**config.mk**
```make
export PLATFORM = sky130hd
export DESIGN_NAME = dual_dispatch_unit
export DESIGN_NICKNAME = d
export VERILOG_FILES = /design/src/rtl/dual_dispatch_unit.sv
export SDC_FILE = /design/constraint.sdc
export NUM_CORES = 1
export LEC_CHECK = 0
export ABC_CLOCK_PERIOD_IN_PS = 2700
export BUFFER_PORTS_ARGS = -buffer_cell sky130_fd_sc_hd__buf_2
export CORE_MARGIN = 2
export CORE_UTILIZATION = 47
export DETAILED_ROUTE_END_ITERATION = 10
export PLACE_DENSITY = 0.81
export SLEW_MARGIN = 20
export SYNTH_ARGS = -nofsm -noshare
export SYNTH_HDL_FRONTEND = slang
export SYNTH_SLANG_ARGS = --single-unit
```
**constraint.sdc**
```tcl
create_clock -name clk -period 2.7 [get_ports clk]
set_input_delay 0.405 -clock clk [delete_from_list [all_inputs] [get_ports clk]]
set_output_delay 0.405 -clock clk [all_outputs]
set_load 0.01 [all_outputs]
```
**src/rtl/dual_dispatch_unit.sv**
```systemverilog
// Dual-slot dispatch buffer between decode and the reservation stations.
// Holds one decoded pair and routes each entry to its unit port.
module dual_dispatch_unit #(
  parameter int PAY_W = 32,
  parameter int CNT_W = 16
) (
  input  logic             clk,
  input  logic             rst,
  input  logic             flush,
  input  logic             in_valid,
  output logic             in_ready,
  input  logic [3:0]       first_class,
  input  logic [3:0]       second_class,
  input  logic [PAY_W-1:0] first_pay,
  input  logic [PAY_W-1:0] second_pay,
  output logic             alu_valid,
  output logic             mul_valid,
  output logic             fp_valid,
  output logic             mem_valid,
  input  logic             alu_ready,
  input  logic             mul_ready,
  input  logic             fp_ready,
  input  logic             mem_ready,
  output logic [PAY_W-1:0] alu_pay,
  output logic [PAY_W-1:0] mul_pay,
  output logic [PAY_W-1:0] fp_pay,
  output logic [PAY_W-1:0] mem_pay,
  output logic             alu_slot,
  output logic             mul_slot,
  output logic             fp_slot,
  output logic             mem_slot,
  output logic [CNT_W-1:0] stall_cnt
);

  logic             e0_v_q, e0_v_d;
  logic [3:0]       e0_cls_q, e0_cls_d;
  logic [PAY_W-1:0] e0_pay_q, e0_pay_d;
  logic             e1_v_q, e1_v_d;
  logic [3:0]       e1_cls_q, e1_cls_d;
  logic [PAY_W-1:0] e1_pay_q, e1_pay_d;
  logic [CNT_W-1:0] cnt_q, cnt_d;

  logic [3:0]       rdy;
  logic [3:0]       sel0;
  logic [3:0]       sel1;
  logic [3:0]       uvld;
  logic [PAY_W-1:0] upay [4];
  logic             fire0;
  logic             fire1;
  logic             cap;

  // Multi-hot classes collapse to the lowest set bit (alu first).
  function automatic logic [3:0] lowbit(input logic [3:0] c);
    return c & (~c + 4'd1);
  endfunction

  assign rdy = {mem_ready, fp_ready, mul_ready, alu_ready};

  // Unit selection: E0 has priority on a shared unit.
  always_comb begin
    sel0 = {4{e0_v_q}} & e0_cls_q;
    sel1 = {4{e1_v_q}} & e1_cls_q & ~sel0;
    uvld = sel0 | sel1;
    for (int i = 0; i < 4; i++) begin
      upay[i] = '0;
      if (sel0[i])
        upay[i] = e0_pay_q;
      else if (sel1[i])
        upay[i] = e1_pay_q;
    end
    fire0 = e0_v_q & ((e0_cls_q == 4'd0) | (|(sel0 & rdy)));
    fire1 = e1_v_q & ((e1_cls_q == 4'd0) | (|(sel1 & rdy)));
  end

  assign in_ready  = (~e0_v_q | fire0) & (~e1_v_q | fire1);
  assign cap       = in_valid & in_ready & ~flush;

  assign alu_valid = uvld[0];
  assign mul_valid = uvld[1];
  assign fp_valid  = uvld[2];
  assign mem_valid = uvld[3];
  assign alu_pay   = upay[0];
  assign mul_pay   = upay[1];
  assign fp_pay    = upay[2];
  assign mem_pay   = upay[3];
  assign alu_slot  = sel1[0];
  assign mul_slot  = sel1[1];
  assign fp_slot   = sel1[2];
  assign mem_slot  = sel1[3];
  assign stall_cnt = cnt_q;

  // Entry next state: flush, then capture, then retire fired entries.
  always_comb begin
    e0_v_d   = e0_v_q;
    e0_cls_d = e0_cls_q;
    e0_pay_d = e0_pay_q;
    e1_v_d   = e1_v_q;
    e1_cls_d = e1_cls_q;
    e1_pay_d = e1_pay_q;
    unique case (1'b1)
      flush: begin
        e0_v_d = 1'b0;
        e1_v_d = 1'b0;
      end
      cap: begin
        e0_v_d   = 1'b1;
        e0_cls_d = lowbit(first_class);
        e0_pay_d = first_pay;
        e1_v_d   = 1'b1;
        e1_cls_d = lowbit(second_class);
        e1_pay_d = second_pay;
      end
      default: begin
        if (fire0) e0_v_d = 1'b0;
        if (fire1) e1_v_d = 1'b0;
      end
    endcase
  end

  // Saturating count of cycles where decode was held off.
  always_comb begin
    cnt_d = cnt_q;
    if (in_valid & ~in_ready & ~flush & ~(&cnt_q))
      cnt_d = cnt_q + CNT_W'(1);
  end

  // State registers with synchronous reset.
  always_ff @(posedge clk) begin
    if (rst) begin
      e0_v_q   <= 1'b0;
      e0_cls_q <= '0;
      e0_pay_q <= '0;
      e1_v_q   <= 1'b0;
      e1_cls_q <= '0;
      e1_pay_q <= '0;
      cnt_q    <= '0;
    end else begin
      e0_v_q   <= e0_v_d;
      e0_cls_q <= e0_cls_d;
      e0_pay_q <= e0_pay_d;
      e1_v_q   <= e1_v_d;
      e1_cls_q <= e1_cls_d;
      e1_pay_q <= e1_pay_d;
      cnt_q    <= cnt_d;
    end
  end

endmodule

```
# == After elaboration in Yosys (flattened, before gate mapping) ==
# Index checks and enable logic that the tools add are counted.
# totals
mem_bits_rw,0
elab_cells,57
rom_bits,0
register_bits,90
memories,0
latch_bits,0
output_inout_bits,153
input_bits,80
# op_classes
multipliers,0
n_eq_ne,0
div_mod_pow,0
shifts,0
magnitude_cmp,0
muxes,12
reduce_logical,7
n_bitwise,28
n_addsub,3
# op_table
cell,count
2-to-1 mux 32 bit,8
bitwise AND 4 bit,7
adder 16 x 1 -> 16 bit (second input constant),1
AND reduction 16 bit,1
inverter 4 bit,3
adder 4 x 1 -> 4 bit (second input constant),2
bitwise AND 1 bit,8
zero test 4 bit,2
OR reduction 4 bit,2
nonzero test 3 bit,2
inverter 1 bit,5
OR 1 bit,4
OR 4 bit,1
case mux 1 bit (2 select lines),2
2-to-1 mux 1 bit,2

# == Logic depth before layout (Yosys ltp) ==
# Gate-level depths: netlist of run 1.
# depth
ltp_word,13
mapped_depth,9
ltp_nobuf,6

# == Worst setup path after synthesis of run 1 ==
# Ideal clock, no wire load.
# synth_timing
path_type,register -> register
start,register e0_v_q
end,register cnt_q[8] (netlist: stall_cnt[8])
arrival_time_ps,1938
setup_time_ps,121
n_path_buf,2
t_required_ps,2579
slack_ps,640
period_less_slack_ps,2060
stages_incl_launch_ff,9
cell_sequence,dfxtp_1 -> and2_1 -> buf_4 -> nor2_2 -> a2111o_1 -> buf_6 -> a211oi_4 -> nand3_2 -> mux2_4
# synth_via
elab_chain_cells,13
elab_cells_between_ends,19
classes_between,17 x bitwise; 2 x reduce/logical
# synth_lines
item,line_no,rtl
from (decl),35,"logic e0_v_q, e0_v_d;"
from (signal assigned),138,e0_v_q <= e0_v_d;
bitwise AND 4 bit,61,sel0 = {4{e0_v_q}} & e0_cls_q;
inverter 4 bit,62,sel1 = {4{e1_v_q}} & e1_cls_q & ~sel0;
bitwise AND 4 bit,62,
bitwise AND 4 bit,72,fire1 = e1_v_q & ((e1_cls_q == 4'd0) | (|(sel1 & rdy)));
OR reduction 4 bit,72,
OR 1 bit,72,
bitwise AND 1 bit,72,
OR 1 bit,75,assign in_ready = (~e0_v_q | fire0) & (~e1_v_q | fire1);
bitwise AND 1 bit (*),75,
inverter 1 bit (*),123,if (in_valid & ~in_ready & ~flush & ~(&cnt_q))
bitwise AND 1 bit (*) (3 in series),123,
to (signal assigned),144,cnt_q <= cnt_d;
to (decl),41,"logic [CNT_W-1:0] cnt_q, cnt_d;"
# Mark *: on every way between the ends. The rest lies on a longest branch, timed or not.
# A chain may end at the register's enable or synchronous reset.

# == Final worst setup path of run 1 ==
# layout_timing
start,register e0_v_q
end,output in_ready
# layout_via
elab_chain_cells,9
elab_cells_between_ends,15
classes_between,13 x bitwise; 2 x reduce/logical
# layout_lines
item,line_no,rtl
bitwise AND 4 bit,61,
inverter 4 bit,62,
bitwise AND 4 bit,62,
bitwise AND 4 bit,72,
OR reduction 4 bit,72,
OR 1 bit,72,
bitwise AND 1 bit,72,
OR 1 bit,75,
bitwise AND 1 bit (*),75,
to (decl),11,"output logic in_ready,"
# Marks and branches as above.

==> flow_summary.toml, run 1 <==
[setup_path]
worst_ep_required_time_ns = 2.30
critical_path_arrival_ns = 2.10
cp_max_fo = 9
worstSetupStartpointType = "flop"
end_kind = "output pin"
path_class = "reg2out"
rrSetupSlack_ns = 0.24

[clock_network]
cts.path.max_buffers = 2
clkTransAtPathRegs_ns = 0.08
cts-root-buf = "clkbuf_8"
hold_buffers = 0
cts_tree = "done"
clk_latency_ns = 0.35
post_cts_buffers = 0
numCtsBuffers = 9
cts.sinks = 90
h-tree-depth = 3

[placed_design]
port_buffers = 232
gp_routability_congestion = 0.878
dpl.hpwl_mm = 11.4
placedCellCount = 937
pre_cts_ws_ns = 0.310

[synth]
synth-simple-area-share_pct = 20.1
synth_mux_area_share_pct = 1.21
synth_xor_area_share_pct = 1.26
yosys-top-cells-area = "dfxtp_1, a22o_1, nand2_1"
synth.avg_cell_area_sq_um = 8.01
synthAdderAreaFrac_pct = 0.257
yosys.area.top_type = "dfxtp_1"
ys_ff_latch = 90
synth_edf_count = 0
synthCells = 608
synth_compound_area_share_pct = 35.2
post-synth-top-area-fraction_pct = 37.0
ys.flop_type = "dfxtp_1"
ys_types = 45
ys_seq_area_share_pct = 37.0
syn_nets = 689
syn_area_sq_um = 4870
ys_warn_count = 0
synth_top_family_by_area = "compound AO/OA/AOI/OAI gates"
async_flop_share_pct = 0

[timing]
rsz0062_at_grt = "no"
period_share_pct = 92.7
period_minus_slack_ns = 2.50
final_hold_viol_count = 0
fin_ws_ns = 0.196
max_slew_margin_pct = 42.8
fin_worst_skew_ns = 0.00763
tns_ns = 0
setup_viol = 0
clock.fmax_ghz = 0.399
slew_viol_final = 0
tightestPinTransition_ns = 0.858

[route]
first_pass_iters = 7
num_vias = 5476
drc = 0
finalWirelength_mm = 16.0
drtIter0Drc = 332
via_per_inst = 5.75
avgRoutedWirePerCell_um = 16.8
ant_nets = 0

[power]
p_per_area_nw_per_um2 = 390
p_int_mw = 1.80
combPwrFrac_pct = 9.7
ir_worst_vdd_mv = 0.298
p_seq_share_pct = 58.7
leakage_nw = 2.94
pwr-share-clk_pct = 31.6
p_sw_mw = 0.655
p_sw_share_pct = 26.6

[cells_and_area]
seq_area_sq_um = 1800
final_cell_count_no_fill = 952
fin_util_pct = 61.8
antenna_cells = 0
nets = 893
area_delta_synth_final_pct = 29.3
fill_cells = 924
drive_gt1_share_pct = 34.1
multi_input_area_sq_um = 2850

[die]
boundaryPins = 233
dieHeight_um = 106
die_area_sq_um = 11200
die_w_um = 106
placement_rows = 37
coreArea_sq_um = 10200
initial_core_util_pct = 47.8

[grt]
busiest_layer = "met2"
antenna_found_initial = 0
met1_usage_pct = 30.4
grt-ovfl-total = 0
met3_usage_pct = 6.18
met2_usage_pct = 49.1
grt_start_max_net_pins = 49
grt_pass1_vias = 5149
grt_use_total_pct = 27.1
grt_pass1_wl_mm = 24.6

[status]
status = "finished clean"

[worst_hold_path]
hp-class = "in2reg"

[job]
drv_cap = 0
-- critical path, cell delays in order, from the launching register on --
cell	delay, ns
dfxtp_1	0.40
and2_1	0.24
nor3b_1	0.09
a2111o_1	0.50
buf_4	0.23
and2_1	0.16
buf_2	0.14
-- metrics by stage --
stage               total power, mW  instance area [sq um]  hold WS, ns
floorplan                      1.59                   4870        0.445
global placement               1.69                   6130        0.462
detailed placement             1.71                   6130        0.467
CTS                            2.48                   6290        0.266
global route                   2.58                   6300        0.265
finish                         2.46                   6300        0.286
-- registers in the layout, indices dropped and copies added, names as in the netlist --
register and count:
e0_pay_q 32, e0_cls_q 4, stall_cnt 16, e1_cls_q 4, e0_v_q 1, e1_pay_q 32
e1_v_q 1
-- cell usage after synthesis (3+ instances only) --
| cell | instances |
|---|---|
| nor2_1 | 27 |
| and4_1 | 3 |
| buf_1 | 6 |
| nand2_1 | 147 |
| xnor2_1 | 7 |
| nand2b_1 | 5 |
| clkbuf_1 | 38 |
| buf_2 | 10 |
| and2_1 | 6 |
| nor2b_1 | 5 |
| a21oi_1 | 77 |
| a22o_1 | 128 |
| nand4_1 | 5 |
| and3_1 | 4 |
| dfxtp_1 | 90 |
| inv_1 | 3 |
| nand3_1 | 9 |
-- path summary, 6_finish.rpt --
| kind | start | end | cells after the start |
|---|---|---|---|
| worst max-delay path | e0_v_q | in_ready | 6 |
| worst min register to register | e1_cls_q[3] | e1_cls_q[3] | 2 |
| worst min-delay path | first_pay[30] | e0_pay_q[30] | 3 |
| worst max register to register | e0_v_q | stall_cnt[5] | 7 |
-- layer usage --
layer	part of all wire, %	up-vias	wire length [um]
met5	0	-	0
met2	51	253	8180
li1	-	2609	-
met1	39	2582	6240
met4	1.7	0	268
met3	8.0	32	1280
-- area by class of cell --
type | count | share of cell area [%]
clock buffer | 12 | 2.15
clock inverter | 3 | 0.278
inverter | 3 | 0.179
multi-input combinational | 459 | 45.2
sequential | 90 | 28.6
tap | 136 | 2.70
timing repair buffer | 249 | 20.9
-- timing repair --
| action | CTS | global route |
|---|---|---|
| setup endpoints to repair | 0 | 28 |
| gates resized for setup | 0 | 2 |
| hold endpoints to repair | 0 | 0 |
-- kinds of logic (layout without fill, tap and decap cells) --
| logic type | after synthesis | in the layout |
|---|---|---|
| DFF | 90 | 90 |
| AOI/OAI and AO/OA | 223 | 223 |
| buffers and inverters | 59 | 267 |
| and+or+nand+nor | 223 | 223 |
| muxes | 5 | 5 |
| xor gates and xnor gates | 7 | 7 |
| adders and majority gates | 1 | 1 |
-- layout by cell type, fill, tap and decap left out, types with 3 or more instances in the layout --
master	n
and3_1	3
a22o_1	128
nor2_1	24
inv_1	3
and4_1	3
clkbuf_1	3
nor2b_1	5
and2_1	6
a21oi_1	77
nand3_1	9
nand2b_1	5
clkbuf_8	9
buf_2	232
xnor2_1	7
nor2_4	3
nand4_1	5
dfxtp_1	90
nand2_1	147
buf_4	15
-- power by group through the flow --
stage / Sequential, mW / Combinational, mW / Clock (mW)
2_1_floorplan: 1.45 / 0.136 / 0
3_3_place_gp: 1.47 / 0.228 / 0
3_5_place_dp: 1.47 / 0.237 / 0
4_1_cts: 1.44 / 0.237 / 0.799
6_report: 1.44 / 0.238 / 0.778
5_1_grt: 1.45 / 0.263 / 0.862
(Power assumes the default switching activity.)
==> run 2, diff against run 1 <==
--- a/config.mk
+++ b/config.mk
@@ -8,9 +8,9 @@
 export ABC_CLOCK_PERIOD_IN_PS = 2700
 export BUFFER_PORTS_ARGS = -buffer_cell sky130_fd_sc_hd__buf_2
 export CORE_MARGIN = 2
-export CORE_UTILIZATION = 47
+export CORE_UTILIZATION = 46
 export DETAILED_ROUTE_END_ITERATION = 10
-export PLACE_DENSITY = 0.81
+export PLACE_DENSITY = 0.8
 export SLEW_MARGIN = 20
 export SYNTH_ARGS = -nofsm -noshare
 export SYNTH_HDL_FRONTEND = slang
==> flow_summary.toml, run 2 (same netlist as run 1, synthesis figures left out) <==
[status]
status = "finished clean"

[clock_network]
clk_latency_ns = 0.35
clkTransAtPathRegs_ns = 0.10
cts.path.max_buffers = 2
h-tree-depth = 3
hold_buffers = 0
cts_tree = "done"
post_cts_buffers = 0
numCtsBuffers = 9
cts-root-buf = "clkbuf_8"
cts.sinks = 90

[placed_design]
placedCellCount = 936
dpl.hpwl_mm = 11.1
postPlaceCellArea_sq_um = 6130
port_buffers = 232
gp_routability_congestion = 0.838
pre_cts_ws_ns = 0.257

[grt]
grt_pass1_wl_mm = 24.4
grt_start_max_net_pins = 55
grt_use_total_pct = 26.3
grt_pass1_vias = 5120
grt-ovfl-total = 0
antenna_found_initial = 1

[timing]
setup_viol = 0
fin_ws_ns = 0.131
fin_worst_skew_ns = 0.0141
period_share_pct = 95.1
tns_ns = 0
slew_viol_final = 0
period_minus_slack_ns = 2.57
rsz0062_at_grt = "no"
clock.fmax_ghz = 0.389
tightestPinTransition_ns = 0.798
final_hold_viol_count = 0
max_slew_margin_pct = 46.8

[die]
placement_rows = 37
boundaryPins = 233
die_w_um = 107
dieHeight_um = 107
initial_core_util_pct = 47.2
coreArea_sq_um = 10300
die_area_sq_um = 11400

[power]
p_per_area_nw_per_um2 = 399
ir_worst_vdd_mv = 0.288
leakage_nw = 2.95

[route]
num_vias = 5483
avgRoutedWirePerCell_um = 16.7
via_per_inst = 5.75
drtIter0Drc = 410
drc = 0
finalWirelength_mm = 15.9
first_pass_iters = 5
ant_nets = 0

[cells_and_area]
mostFrequentLayoutCells = "buf_2, nand2_1, a22o_1, dfxtp_1, a21oi_1"
final_cell_count_no_fill = 953
fill_cells = 957
layout_commonest_cell = "buf_2"
final_area_sq_um = 6330
drive_gt1_share_pct = 34.3
nets = 892
area_delta_synth_final_pct = 29.9

[setup_path]
path_class = "reg2out"
worst_ep_required_time_ns = 2.30
end_kind = "output pin"
worstSetupStartpointType = "flop"
critical_path_arrival_ns = 2.16
cp_max_fo = 7

[job]
drv_cap = 0

[worst_hold_path]
hp-class = "in2reg"
run 2: cell types whose count changed in the layout (fill, tap and decap cells not counted):
cell        before  now
buf_4           15   13
clkbuf_1         3    1
clkinv_2         2    0
clkinv_4         0    2
clkinvlp_4       1    3
buf_12           2    3
clkbuf_8         9   10
diode_2          0    1
nor2_2           1    2
nor2_4           3    2
run 2: layout make-up:
cell class | instances | area (sq um) | area share (%)
multi-input cells | 459 | 2840 | 44.9
flip-flops and latches | 90 | 1800 | 28.5
repair buffers | 248 | 1320 | 20.8
well taps | 136 | 170 | 2.69
clock buffers | 11 | 141 | 2.23
clock inverters | 5 | 40.0 | 0.633
inverters | 3 | 11.3 | 0.178
diodes | 1 | 2.50 | 0.0395
run 2: where the power goes:
part           leakage [nW]  internal (mW)  switching (mW)
Combinational          2.13          0.100           0.140
Sequential            0.733           1.38          0.0642
Clock                0.0818          0.363           0.480
run 2: final timing paths:
| check | cells past startpoint | slack, ns | to | startpoint |
|---|---|---|---|---|
| setup / recovery | 6 | 0.13 | in_ready | e0_cls_q[1] |
| hold / removal | 3 | 0.28 | e1_pay_q[24] | second_pay[24] |
| setup reg to reg | 7 | 0.22 | stall_cnt[5] | e0_cls_q[1] |
| hold reg to reg | 2 | 0.49 | e1_cls_q[3] | e1_cls_q[3] |
run 2: repair_timing:
| item | 4_1_cts | 5_1_grt |
|---|---|---|
| gates resized for setup | 1 | 1 |
| endpoints found under the hold margin | 0 | 0 |
| pin swaps | 0 | 1 |
| endpoints found under the setup margin | 13 | 17 |
run 2: metrics by stage:
step | power, mW | util, % | hold WS (ns)
after floorplan | 1.59 | - | 0.445
after global placement | 1.70 | 59.4 | 0.465
after detailed placement | 1.71 | 59.4 | 0.469
after CTS | 2.55 | 61.2 | 0.264
after global routing | 2.64 | 61.3 | 0.264
final | 2.53 | 61.3 | 0.279
run 2: layer usage:
metal	up-vias	share of wire, %	global-route usage, %
met2	288	50	46.0
li1	2609	-	-
met4	0	1.6	10.0
met3	30	7.7	5.35
met1	2556	41	31.7
met5	-	0	0
run 2: worst max-delay path, stage by stage, from the launching register on:
cell and delay (ns):
dfxtp_1 0.40, nand2_1 0.10, a41o_1 0.24, a2111o_1 0.52, buf_4 0.23, and2_1 0.18
buf_2 0.14
==> run 3, diff against run 2 <==
--- a/config.mk
+++ b/config.mk
@@ -9,8 +9,9 @@
 export BUFFER_PORTS_ARGS = -buffer_cell sky130_fd_sc_hd__buf_2
 export CORE_MARGIN = 2
 export CORE_UTILIZATION = 46
+export CTS_BUF_LIST = sky130_fd_sc_hd__clkbuf_16
 export DETAILED_ROUTE_END_ITERATION = 10
-export PLACE_DENSITY = 0.8
+export PLACE_DENSITY = 0.91
 export SLEW_MARGIN = 20
 export SYNTH_ARGS = -nofsm -noshare
 export SYNTH_HDL_FRONTEND = slang
==> flow_summary.toml, run 3 (same netlist as run 1, synthesis figures left out) <==
[cells_and_area]
nets = 895
final_cell_count_no_fill = 956
layout_commonest_cell = "buf_2"
final_area_sq_um = 6480
area_delta_synth_final_pct = 33.0
drive_gt1_share_pct = 34.3
mostFrequentLayoutCells = "buf_2, nand2_1, a22o_1, dfxtp_1, a21oi_1"

[clock_network]
numCtsBuffers = 9
cts-root-buf = "clkbuf_16"
cts.path.max_buffers = 2
post_cts_resized = 0
cts_tree = "done"
clkTransAtPathRegs_ns = 0.07
clk_latency_ns = 0.32
post_cts_buffers = 0
hold_buffers = 0
cts.sinks = 90
h-tree-depth = 3

[route]
drc = 0
finalWirelength_mm = 16.9
via_per_inst = 5.90
wl_met3_mm = 1.63
wl_met2_mm = 8.33
first_pass_iters = 8
met1_length_mm = 6.49
ant_nets = 0
highest_layer = "met5"
num_vias = 5643
avgRoutedWirePerCell_um = 17.7
drtIter0Drc = 572

[timing]
setup_viol = 0
slew_viol_final = 0
tns_ns = 0
tightestPinTransition_ns = 0.644
period_minus_slack_ns = 2.46
rsz0062_at_grt = "no"
period_share_pct = 91.3
clock.fmax_ghz = 0.406
final_hold_viol_count = 0
max_slew_margin_pct = 57.0
fin_worst_skew_ns = 0.00963

[power]
leakage_nw = 3.02
p_int_mw = 2.28
p_seq_share_pct = 48.4
pwr-share-clk_pct = 43.6
p_sw_share_pct = 23.8
p_sw_mw = 0.710
p_per_area_nw_per_um2 = 461
combPwrFrac_pct = 8.0
ir_worst_vdd_mv = 0.371

[placed_design]
dpl.hpwl_mm = 11.6
postPlaceCellArea_sq_um = 6150
port_buffers = 232
gp_routability_congestion = 0.888
placedCellCount = 938

[worst_hold_path]
whs_endpoint = "e0_pay_q[16]"
whs_path_depth = 3
hp-start = "first_pay[16]"
hp-class = "in2reg"

[die]
placement_rows = 37
coreArea_sq_um = 10300
boundaryPins = 233
die_w_um = 107
die_area_sq_um = 11400
dieHeight_um = 107
initial_core_util_pct = 47.2

[setup_path]
worstPathCellList = "nand2_1 > nor3b_1 > a2111o_1 > buf_4 > and2_1 > buf_2"
worst_ep_required_time_ns = 2.30
cpPeakStageDelay_ns = 0.53
cp_max_fo = 6
crit_cells = 6
worstSetupStartpointType = "flop"
end_kind = "output pin"
slowest_stage = "a2111o_1"
worstReg2RegEnd = "stall_cnt[5]"
path_class = "reg2out"
critical_path_arrival_ns = 2.06
rrSetupSlack_ns = 0.28
path_buf_inv = 2
reg2reg_depth = 7
r2r-start = "e1_v_q"
crit_family = "compound AO/OA/AOI/OAI gates"

[grt]
grt_use_total_pct = 28.0
grt_pass1_wl_mm = 25.7
grt-ovfl-total = 0
antenna_found_initial = 2
grt_start_max_net_pins = 58
grt_pass1_vias = 5148

[status]
status = "finished clean"

[job]
drv_cap = 0
[run 3: cell count changes in the layout (fill, tap and decap cells not counted), sizes merged]
cell | before | now
inv | 3 | 5
clkbuf | 11 | 9
bufinv | 0 | 2
buf | 248 | 250
clkinv | 2 | 1
clkinvlp | 3 | 2
nor2 | 28 | 29
[run 3: layout make-up]
class / count / area [sq um]
Timing Repair Buffer: 250 / 1320
Clock buffer: 9 / 225
Sequential cell: 90 / 1800
Fill cell: 924 / 3850
Antenna cell: 1 / 2.50
Multi-Input combinational cell: 460 / 2860
Tap cell: 136 / 170
Clock inverter: 7 / 86.3
Inverter: 3 / 11.3
[run 3: worst register-to-register path: stages, from the launching register on]
cell	delay, ns
dfxtp_1	0.35
nand2_1	0.25
nor3b_1	0.09
a2111o_1	0.53
buf_4	0.22
a21oi_2	0.27
and4bb_1	0.26
mux2_2	0.33
[run 3: power groups by stage]
stage,registers (mW),clock network [mW],logic [mW]
2_1_floorplan,1.45,0,0.136
4_1_cts,1.44,1.32,0.238
6_report,1.45,1.30,0.240
3_3_place_gp,1.47,0,0.231
3_5_place_dp,1.47,0,0.237
5_1_grt,1.46,1.39,0.263
[run 3: through the flow]
| stage | worst slack, ns | util (%) | hold slack (ns) | power [mW] |
|---|---|---|---|---|
| after floorplan | 0.640 | - | 0.445 | 1.59 |
| after global placement | 0.404 | 59.6 | 0.461 | 1.70 |
| after detailed placement | 0.342 | 59.6 | 0.468 | 1.71 |
| after CTS | 0.0816 | 62.6 | 0.299 | 3.00 |
| after global routing | 0.118 | 62.7 | 0.300 | 3.10 |
| final | 0.235 | 62.7 | 0.309 | 2.99 |
[run 3: metal layers]
layer,vias to the layer above,global-route usage [%]
met3,45,5.35
met4,2,13.7
met2,353,47.0
met5,-,0
li1,2621,-
met1,2622,34.4
[run 3: worst max path at each step]
stage / slack, ns / startpoint / end
floorplan: 0.64 / e0_v_q / stall_cnt[8]
global placement: 0.40 / alu_ready / stall_cnt[5]
detailed placement: 0.34 / alu_ready / stall_cnt[5]
CTS: 0.08 / e0_cls_q[0] / alu_pay[18]
global route: 0.12 / e1_v_q / e0_cls_q[3]
finish: 0.24 / e1_v_q / in_ready
